[src/rtl/lcd_pkg.sv]
// Shared types and constants for the LCD test-pattern generator.
package lcd_pkg;

  localparam int unsigned COORD_W      = 12;
  localparam int unsigned CH_W         = 8;
  localparam int unsigned PIX_W        = 3 * CH_W;
  localparam int unsigned PAT_W        = 3;
  localparam int unsigned DEF_H_ACTIVE = 800;
  localparam int unsigned DEF_V_ACTIVE = 480;

  // Pattern codes; 5..7 are never produced by the sequencer.
  typedef enum logic [PAT_W-1:0] {
    PAT_BARS  = 3'd0,
    PAT_GRID  = 3'd1,
    PAT_GRAD  = 3'd2,
    PAT_CHECK = 3'd3,
    PAT_BOX   = 3'd4
  } pattern_e;

  localparam pattern_e PAT_LAST = PAT_BOX;

  // One RGB888 pixel as presented on lcd_data.
  typedef struct packed {
    logic [CH_W-1:0] r;
    logic [CH_W-1:0] g;
    logic [CH_W-1:0] b;
  } rgb_t;

  localparam rgb_t WHITE   = 24'hFFFFFF;
  localparam rgb_t YELLOW  = 24'hFFFF00;
  localparam rgb_t CYAN    = 24'h00FFFF;
  localparam rgb_t GREEN   = 24'h00FF00;
  localparam rgb_t MAGENTA = 24'hFF00FF;
  localparam rgb_t RED     = 24'hFF0000;
  localparam rgb_t BLUE    = 24'h0000FF;
  localparam rgb_t BLACK   = 24'h000000;

  // Position and direction of one box axis.
  typedef struct packed {
    logic               dir_neg;
    logic [COORD_W-1:0] pos;
  } axis_t;

  // Successor in the pattern cycle, wrapping after the last pattern.
  function automatic pattern_e pattern_next(input pattern_e p);
    return (p == PAT_LAST) ? PAT_BARS : pattern_e'(p + 3'd1);
  endfunction

endpackage

[src/rtl/lcd_box_mover.sv]
// Bouncing-box position: both axes step once per frame and reflect at the edges.
module lcd_box_mover
  import lcd_pkg::*;
#(
  parameter int unsigned H_ACTIVE = DEF_H_ACTIVE,
  parameter int unsigned V_ACTIVE = DEF_V_ACTIVE,
  parameter int unsigned BOX_SIZE = 64,
  parameter int unsigned BOX_STEP = 2
) (
  input  logic               clk,
  input  logic               rst_n,
  input  logic               frame_tick,
  output logic [COORD_W-1:0] box_x,
  output logic [COORD_W-1:0] box_y
);

  localparam int unsigned SUM_W = COORD_W + 1;

  axis_t x_q, x_d, y_q, y_d;

  // One bounce step on a single axis; sums are one bit wider so they never wrap.
  function automatic axis_t axis_step(input axis_t a, input logic [SUM_W-1:0] active);
    axis_t n;
    n = a;
    if (!a.dir_neg) begin
      if (SUM_W'(a.pos) + SUM_W'(BOX_SIZE) + SUM_W'(BOX_STEP) > active) begin
        n.dir_neg = 1'b1;
        n.pos     = a.pos - COORD_W'(BOX_STEP);
      end else begin
        n.pos     = a.pos + COORD_W'(BOX_STEP);
      end
    end else begin
      if (a.pos < COORD_W'(BOX_STEP)) begin
        n.dir_neg = 1'b0;
        n.pos     = a.pos + COORD_W'(BOX_STEP);
      end else begin
        n.pos     = a.pos - COORD_W'(BOX_STEP);
      end
    end
    return n;
  endfunction

  // Next position, advanced only on the frame boundary.
  always_comb begin
    x_d = x_q;
    y_d = y_q;
    if (frame_tick) begin
      x_d = axis_step(x_q, SUM_W'(H_ACTIVE));
      y_d = axis_step(y_q, SUM_W'(V_ACTIVE));
    end
  end

  // Position registers; reset parks the box at the origin heading +x/+y.
  always_ff @(posedge clk) begin
    if (!rst_n) begin
      x_q <= '0;
      y_q <= '0;
    end else begin
      x_q <= x_d;
      y_q <= y_d;
    end
  end

  assign box_x = x_q.pos;
  assign box_y = y_q.pos;

endmodule

[src/rtl/lcd_pattern_gen.sv]
// Test-pattern source for the LCD timing controller: five patterns, switched only at frame end.
module lcd_pattern_gen
  import lcd_pkg::*;
#(
  parameter int unsigned H_ACTIVE           = DEF_H_ACTIVE,
  parameter int unsigned V_ACTIVE           = DEF_V_ACTIVE,
  parameter int unsigned FRAMES_PER_PATTERN = 120,
  parameter int unsigned BOX_SIZE           = 64,
  parameter int unsigned BOX_STEP           = 2
) (
  input  logic               clk,
  input  logic               rst_n,
  input  logic [COORD_W-1:0] lcd_xpos,
  input  logic [COORD_W-1:0] lcd_ypos,
  input  logic               key_next,
  input  logic               auto_en,
  output logic [PIX_W-1:0]   lcd_data,
  output logic [PAT_W-1:0]   pattern_id,
  output logic               frame_tick
);

  localparam int unsigned CNT_W = (FRAMES_PER_PATTERN > 1) ? $clog2(FRAMES_PER_PATTERN) : 1;
  localparam int unsigned BAR_W = H_ACTIVE / 8;
  localparam int unsigned SUM_W = COORD_W + 1;

  localparam logic [CNT_W-1:0]   CNT_LAST = CNT_W'(FRAMES_PER_PATTERN - 1);
  localparam logic [COORD_W-1:0] X_LAST   = COORD_W'(H_ACTIVE - 1);
  localparam logic [COORD_W-1:0] Y_LAST   = COORD_W'(V_ACTIVE - 1);

  pattern_e           pend_q, pend_d;
  pattern_e           pat_q, pat_d;
  logic [CNT_W-1:0]   frame_cnt_q, frame_cnt_d;
  logic               key_q;
  logic               last_px_q;
  logic               last_px_c;
  logic               key_rise_c;
  logic               auto_adv_c;
  logic               advance_c;
  logic               in_box_c;
  logic [COORD_W-1:0] box_x, box_y;
  rgb_t               pix_c;

  // Frame-end detection and advance sources.
  assign last_px_c  = (lcd_xpos == X_LAST) && (lcd_ypos == Y_LAST);
  assign key_rise_c = key_next & ~key_q;
  assign auto_adv_c = auto_en & frame_tick & (frame_cnt_q == CNT_LAST);
  assign advance_c  = key_rise_c | auto_adv_c;

  lcd_box_mover #(
    .H_ACTIVE (H_ACTIVE),
    .V_ACTIVE (V_ACTIVE),
    .BOX_SIZE (BOX_SIZE),
    .BOX_STEP (BOX_STEP)
  ) u_box (
    .clk        (clk),
    .rst_n      (rst_n),
    .frame_tick (frame_tick),
    .box_x      (box_x),
    .box_y      (box_y)
  );

  // Sequencer next state: pending pattern moves on any advance, live pattern follows at frame end.
  always_comb begin
    pend_d      = pend_q;
    pat_d       = pat_q;
    frame_cnt_d = frame_cnt_q;
    if (advance_c) begin
      pend_d      = pattern_next(pend_q);
      frame_cnt_d = '0;
    end else if (frame_tick) begin
      frame_cnt_d = (frame_cnt_q == CNT_LAST) ? '0 : frame_cnt_q + CNT_W'(1);
    end
    if (frame_tick) begin
      pat_d = pend_d;
    end
  end

  // Sequencer state registers.
  always_ff @(posedge clk) begin
    if (!rst_n) begin
      pend_q      <= PAT_BARS;
      pat_q       <= PAT_BARS;
      frame_cnt_q <= '0;
    end else begin
      pend_q      <= pend_d;
      pat_q       <= pat_d;
      frame_cnt_q <= frame_cnt_d;
    end
  end

  assign in_box_c = (SUM_W'(lcd_xpos) >= SUM_W'(box_x)) &&
                    (SUM_W'(lcd_xpos) <  SUM_W'(box_x) + SUM_W'(BOX_SIZE)) &&
                    (SUM_W'(lcd_ypos) >= SUM_W'(box_y)) &&
                    (SUM_W'(lcd_ypos) <  SUM_W'(box_y) + SUM_W'(BOX_SIZE));

  // Pixel colour for the requested coordinate under the live pattern.
  always_comb begin
    pix_c = BLACK;
    if ((lcd_xpos < COORD_W'(H_ACTIVE)) && (lcd_ypos < COORD_W'(V_ACTIVE))) begin
      case (pat_q)
        PAT_BARS: begin
          if      (lcd_xpos < COORD_W'(BAR_W * 1)) pix_c = WHITE;
          else if (lcd_xpos < COORD_W'(BAR_W * 2)) pix_c = YELLOW;
          else if (lcd_xpos < COORD_W'(BAR_W * 3)) pix_c = CYAN;
          else if (lcd_xpos < COORD_W'(BAR_W * 4)) pix_c = GREEN;
          else if (lcd_xpos < COORD_W'(BAR_W * 5)) pix_c = MAGENTA;
          else if (lcd_xpos < COORD_W'(BAR_W * 6)) pix_c = RED;
          else if (lcd_xpos < COORD_W'(BAR_W * 7)) pix_c = BLUE;
          else                                     pix_c = BLACK;
        end
        PAT_GRID: begin
          if ((lcd_xpos[4:0] == 5'd0) || (lcd_ypos[4:0] == 5'd0) ||
              (lcd_xpos == X_LAST) || (lcd_ypos == Y_LAST)) begin
            pix_c = WHITE;
          end
        end
        PAT_GRAD:  pix_c = {lcd_xpos[9:2], lcd_xpos[9:2], lcd_xpos[9:2]};
        PAT_CHECK: pix_c = (lcd_xpos[5] ^ lcd_ypos[5]) ? WHITE : BLACK;
        PAT_BOX:   pix_c = in_box_c ? RED : BLACK;
        default:   pix_c = BLACK;
      endcase
    end
  end

  // Output and edge-detect registers.
  always_ff @(posedge clk) begin
    if (!rst_n) begin
      lcd_data   <= '0;
      frame_tick <= 1'b0;
      last_px_q  <= 1'b0;
      key_q      <= 1'b0;
    end else begin
      lcd_data   <= pix_c;
      frame_tick <= last_px_c & ~last_px_q;
      last_px_q  <= last_px_c;
      key_q      <= key_next;
    end
  end

  assign pattern_id = pat_q;

endmodule

[config.mk]
export PLATFORM = sky130hd
export DESIGN_NAME = lcd_pattern_gen
export DESIGN_NICKNAME = d
export VERILOG_FILES = /design/src/rtl/lcd_pkg.sv /design/src/rtl/lcd_box_mover.sv /design/src/rtl/lcd_pattern_gen.sv
export SDC_FILE = /design/constraint.sdc
export NUM_CORES = 1
export LEC_CHECK = 0
export BUFFER_PORTS_ARGS = -buffer_cell sky130_fd_sc_hd__buf_2
export CORE_ASPECT_RATIO = 1.1
export CORE_MARGIN = 4
export CORE_UTILIZATION = 50
export CTS_BUF_LIST = sky130_fd_sc_hd__clkbuf_4 sky130_fd_sc_hd__clkbuf_8
export DETAILED_ROUTE_END_ITERATION = 12
export HOLD_SLACK_MARGIN = 0.1
export PLACE_DENSITY_LB_ADDON = 0.3
export SYNTH_ARGS = -nofsm -noshare
export SYNTH_HDL_FRONTEND = slang
export SYNTH_SLANG_ARGS = --single-unit
[constraint.sdc]
create_clock -name clk -period 4 [get_ports clk]
set_input_delay 1 -clock clk [delete_from_list [all_inputs] [get_ports clk]]
set_output_delay 1 -clock clk [all_outputs]
set_load 0.02 [all_outputs]
# --- Yosys cells after proc, flatten, opt, wreduce, memory -nomap -nowiden ---
# Cells that the tools add are included.
word_totals:
  register_bits: 66
  latchBits: 0
  ram_bits: 0
  rom_bits: 0
  input_bits: 28
  output_inout_bits: 28
  elab_cells: 92
  n_memories: 0
op_classes:
  n_addsub: 10
  n_mul: 0
  div_mod_pow: 0
  order_cmp: 17
  n_eq_ne: 8
  shifts: 0
  n_mux: 24
  n_bitwise: 9
  reduce_logical: 13
op_table:
  columns: ["op", "n"]
  rows:
  - ["two-way mux 24 bit", 9]
  - ["one-hot mux 24 bit (5 select lines)", 1]
  - ["< comparator 12 x 9 -> 1 bit (second input constant)", 4]
  - ["two-way mux 12 bit", 4]
  - ["< comparator 12 x 10 -> 1 bit (second input constant)", 3]
  - ["adder 12 x 7 -> 13 bit (second input constant)", 2]
  - ["adder 13 x 2 -> 13 bit (second input constant)", 2]
  - ["< comparator 12 x 13 -> 1 bit", 2]
  - ["two-way mux 13 bit", 2]
  - ["adder 12 x 2 -> 12 bit (second input constant)", 2]
  - [">= comparator 12 bit", 2]
  - ["< comparator 12 x 2 -> 1 bit (second input constant)", 2]
  - ["subtractor 12 x 2 -> 12 bit (second input constant)", 2]
  - ["greater-than comparator 13 x 10 -> 1 bit (second input constant)", 1]
  - ["greater-than comparator 13 x 9 -> 1 bit (second input constant)", 1]
  - ["equality test 12 x 10 -> 1 bit (second input constant)", 1]
  - ["equality test 12 x 9 -> 1 bit (second input constant)", 1]
  - ["< comparator 12 x 7 -> 1 bit (second input constant)", 1]
  - ["< comparator 12 x 8 -> 1 bit (second input constant)", 1]
  - ["zero test 5 bit", 2]
  - ["two-way mux 8 bit", 1]
  - ["adder 7 x 1 -> 7 bit (second input constant)", 1]
  - ["equality test 7 bit (second input constant)", 1]
  - ["two-way mux 7 bit", 1]
  - ["15 further kinds", 32]

# --- Longest topological paths before layout ---
depth:
  word_depth: 9
  depth_mapped: 11
  mapped_depth_nobuf: 11

# --- Cells and area by module ---
# Synthesis repeated with hierarchy kept, for this count alone.
hier_totals:
  hier_cells: 652
  hier_area_um2: 5054.8
by_module_without_submodules:
  columns: ["mod", "instances", "cells_per_inst", "area_per_inst_um2", "seq_area_each_um2"]
  rows:
  - ["lcd_pattern_gen", 1, 339, 2772.7, 800.8]
  - ["lcd_box_mover", 1, 313, 2282.2, 480.5]

# --- Worst setup path after synthesis ---
# OpenSTA, ideal clock, no wires.
synth_path:
  path_type: "in2reg"
  start: "input lcd_xpos[2]"
  end: "register lcd_data[16]"
  setup_time_ns: 0.134
  arrival_ns: 2.771
  t_required_ns: 3.866
  slack_ns: 1.095
  path_stages: 9
  n_path_buf: 0
  cell_sequence: "ha_1 -> nor2b_1 -> o21a_1 -> o21a_1 -> o311a_1 -> a2111oi_0 -> o31ai_1 -> o2111ai_1 -> o21ai_0"
synth_via:
  elab_chain_cells: 8
  elab_cells_between_ends: 28
  cone_classes: "9 x order compare; 1 x eq/ne; 9 x mux; 9 x reduce/logical"
synth_lines:
  columns: ["item", "line", "rtl"]
  rows:
  - ["start: declaration", "lcd_pattern_gen.sv:13", "input logic [COORD_W-1:0] lcd_xpos,"]
  - ["< comparator 12 x 10 -> 1 bit", "lcd_pattern_gen.sv:107", "else if (lcd_xpos < COORD_W'(BAR_W * 6)) pix_c = RED;"]
  - ["two-way mux 24 bit", "lcd_pattern_gen.sv:107", null]
  - ["two-way mux 24 bit", "lcd_pattern_gen.sv:106", "else if (lcd_xpos < COORD_W'(BAR_W * 5)) pix_c = MAGENTA;"]
  - ["two-way mux 24 bit", "lcd_pattern_gen.sv:105", "else if (lcd_xpos < COORD_W'(BAR_W * 4)) pix_c = GREEN;"]
  - ["two-way mux 24 bit", "lcd_pattern_gen.sv:104", "else if (lcd_xpos < COORD_W'(BAR_W * 3)) pix_c = CYAN;"]
  - ["two-way mux 24 bit", "lcd_pattern_gen.sv:103", "else if (lcd_xpos < COORD_W'(BAR_W * 2)) pix_c = YELLOW;"]
  - ["two-way mux 24 bit", "lcd_pattern_gen.sv:102", "if (lcd_xpos < COORD_W'(BAR_W * 1)) pix_c = WHITE;"]
  - ["one-hot mux 24 bit (5 select lines)", "lcd_pattern_gen.sv:100", "case (pat_q)"]
  - ["end signal: assignment", "lcd_pattern_gen.sv:133", "lcd_data <= pix_c;"]
  - ["end: declaration", "lcd_pattern_gen.sv:17", "output logic [PIX_W-1:0] lcd_data,"]
# Several ways; a longest one is shown, not always the timed one.
# A chain may end at the register's enable or synchronous reset.

# --- Final worst setup path ---
layout_path:
  start: "register u_box.x_q (netlist bit u_box.box_x[6])"
  end: "register u_box.x_q (netlist bit u_box.box_x[11])"
layout_via:
  elab_chain_cells: 5
  elab_cells_between_ends: 9
  cone_classes: "4 x add/sub; 2 x order compare; 3 x mux"
layout_lines:
  columns: ["item", "line", "rtl"]
  rows:
  - ["start: declaration", "lcd_box_mover.sv:19", "axis_t x_q, x_d, y_q, y_d;"]
  - ["start signal: assignment", "lcd_box_mover.sv:56", "x_q <= '0;"]
  - ["start signal: assignment", "lcd_box_mover.sv:59", "x_q <= x_d;"]
  - ["adder 12 x 7 -> 13 bit", "lcd_box_mover.sv:26", "if (SUM_W'(a.pos) + SUM_W'(BOX_SIZE) + SUM_W'(BOX_STEP) > active) begin"]
  - ["adder 13 x 2 -> 13 bit", "lcd_box_mover.sv:26", null]
  - ["greater-than comparator 13 x 10 -> 1 bit", "lcd_box_mover.sv:26", null]
  - ["two-way mux 12 bit", "lcd_box_mover.sv:26", null]
  - ["two-way mux 13 bit (*)", "lcd_box_mover.sv:25", "if (!a.dir_neg) begin"]
# Every way passes the cells marked *; elsewhere a longest branch is shown, timed or not.

==> results.json <==
{
  "placed_area_um2": 5010,
  "cts_root_buf": "clkbuf_8",
  "layout_commonest_cell": "nand2_1",
  "syn_area_um2": 4720,
  "synth_cell_types": 72,
  "grt_pass1_wl_mm": 19.7,
  "path_class": "reg2reg",
  "hp-class": "reg2reg",
  "finalPower_mw": 1.27,
  "route.met3.wl_um": 779,
  "clk_pin_slew_ps": 80,
  "num_vias": 4478,
  "first_pass_iters": 5,
  "fp.coreArea_um2": 9050,
  "cts_sinks": 64,
  "finClkSkew_ps": 13.2,
  "io_buffers": 55,
  "cp.arrival_ps": 3600,
  "yosys_warnings": 0,
  "relSlewSlack": 0.338,
  "synth.net_count": 666,
  "initial_core_util": 0.521,
  "fin_crit_ps": 3340,
  "drive_gt1_frac": 0.147,
  "p_comb_frac": 0.093,
  "setup_viol": 0,
  "p_sw_mw": 0.341,
  "cts_buffers": 9,
  "cts_tree": "done",
  "synthArstFlopShare": 0,
  "switching_share": 0.268,
  "cp_max_fo": 11,
  "leakagePower_nw": 2.12,
  "grt_max_degree": 35,
  "antenna_found_initial": 0,
  "row_count": 36,
  "areaGrowthSynthToFinish_pct": 9.92,
  "netlist_instances": 590,
  "final_cell_mix": "nand2_1, dfxtp_1, buf_2, nor2_1, ha_1",
  "vias_per_cell": 5.99,
  "dr_wl_met2_mm": 5.70,
  "die_area_um2": 11100,
  "gp_congestion": 0.903,
  "status": "finished, final reports clean",
  "htreeDepth": 3,
  "tns_ps": 0,
  "final_util": 0.573,
  "finalInstanceArea_um2": 5180,
  "hpwl_mm": 9.19,
  "ir_worst_vdd_v": 0.000139,
  "wl_met1_mm": 5.18,
  "fp.dieH_um": 110,
  "ys.flop_type": "dfxtp_1",
  "endpoint_kind": "flip-flop",
  "grtUsageTotal": 0.220,
  "wirelength_mm": 11.9,
  "min_period_over_period": 0.835,
  "routed.top_layer": "met4",
  "hold_violations": 0,
  "ys_ff_latch": 64,
  "drc": 0,
  "slew_violations": 0,
  "tightest_slew_ps": 985,
  "ys_seq_area_frac": 0.272,
  "rsz0062_at_grt": "no",
  "power_density_nw_per_um2": 245,
  "drtIter0Drc": 253,
  "wl_per_cell_um": 15.9,
  "clk_latency_ps": 350,
  "synthTopCellsByArea": "dfxtp_1, ha_1, mux2i_1",
  "cts_buffer_depth": 2,
  "cts_setup_buffers": 0,
  "yosys.area.top_type_share": 0.272,
  "synth.avg_cell_area_um2": 7.99,
  "post_cts_resized": 0,
  "ctsHoldBuffers": 0,
  "synth_area_leader_cell": "dfxtp_1",
  "drtAntennaViolNets": 0,
  "critPathLaunchType": "flip-flop",
  "io_pins": 56,
  "synth_edf_count": 0,
  "antenna_cells": 0,
  "fp.dieW_um": 101,
  "max_freq_mhz": 299,
  "grt_pass1_vias": 4213,
  "final_nets": 705,
  "cap_violations": 0,
  "overflow": 0,
  "p_seq_frac": 0.503,
  "pwr-share-clk": 0.404,
  "p_int_mw": 0.932,
  "cp.required_ps": 4260
}
[worst paths after layout]
check                           cells past startpoint      startpoint  slack (ps)         endpoint
worst min register to register                      1       last_px_q         380       frame_tick
worst max register to register                     10  u_box.box_x[6]         660  u_box.box_x[11]
worst min-delay path                                1       last_px_q         380       frame_tick
worst max-delay path                               10  u_box.box_x[6]         660  u_box.box_x[11]
[per-stage QoR]
step           hold slack [ps]  worst slack [ps]  cells
6_report                   384               659    748
5_1_grt                    417               434    748
4_1_cts                    386               700    748
3_5_place_dp               372               586    732
3_3_place_gp               372               736    732
2_1_floorplan              367              1090    590
[power groups by stage]
stage	logic, mW	clock network, mW	registers [mW]
after global routing	0.132	0.550	0.641
after CTS	0.116	0.523	0.641
after detailed placement	0.116	0	0.656
after global placement	0.111	0	0.655
after floorplan	0.0711	0	0.656
final	0.118	0.514	0.641
[routing by layer]
metal	vias to the layer above	GRT usage
met5	-	0
met4	0	0.0943
met3	21	0.0368
met2	175	0.372
met1	2097	0.275
li1	2185	-
[logic make-up after synthesis]
kind of cell | share of synthesized area
simple gates | 0.243
mux | 0.0660
compound gates | 0.174
buf+inv | 0.0605
fa+ha+maj | 0.127
xor+xnor | 0.0570
flops | 0.272
[final cells by class]
cell class	instances	area, um^2
timing repair buffer	58	298
multi-input combinational	460	3150
inverter	36	135
clock buffer	11	145
clock inverter	5	32.5
sequential	64	1280
fill	812	3870
tap	114	143
[Yosys cell counts, types with 3 or more instances]
cell / count
nand2_1: 71
dfxtp_1: 64
nor2_1: 49
ha_1: 48
a21oi_1: 40
inv_1: 33
mux2i_1: 30
nand4_1: 21
o21ai_0: 21
xnor2_1: 21
clkbuf_1: 18
nand3_1: 15
nor3_1: 15
and3_1: 9
nor2b_1: 9
or3_1: 8
a21o_1: 7
a31oi_1: 6
buf_2: 6
xor2_1: 6
a211oi_1: 5
nor4_1: 5
o31ai_1: 5
and2_1: 4
o21a_1: 4
nand2b_1: 3
o2111ai_1: 3
o211ai_1: 3
o311a_1: 3
or2_2: 3
or4_1: 3
[flip-flops by register name (all words and copies together) (netlist names)]
signal and count:
frame_cnt_q 7, frame_tick 1, key_q 1, last_px_q 1
lcd_data 24, pattern_id 3, pend_q 3, u_box.box_x 11
u_box.box_y 11, u_box.x_q 1, u_box.y_q 1
[critical path: stages (launching register included)]
cell	delay (ps)
dfxtp_1	510
inv_1	240
ha_1	400
nor2b_1	210
and3_1	180
mux2i_1	100
a21oi_1	200
o221ai_2	150
a21oi_2	580
or4b_1	490
a31oi_1	180
No activity file was read; power rests on OpenSTA's default activity.
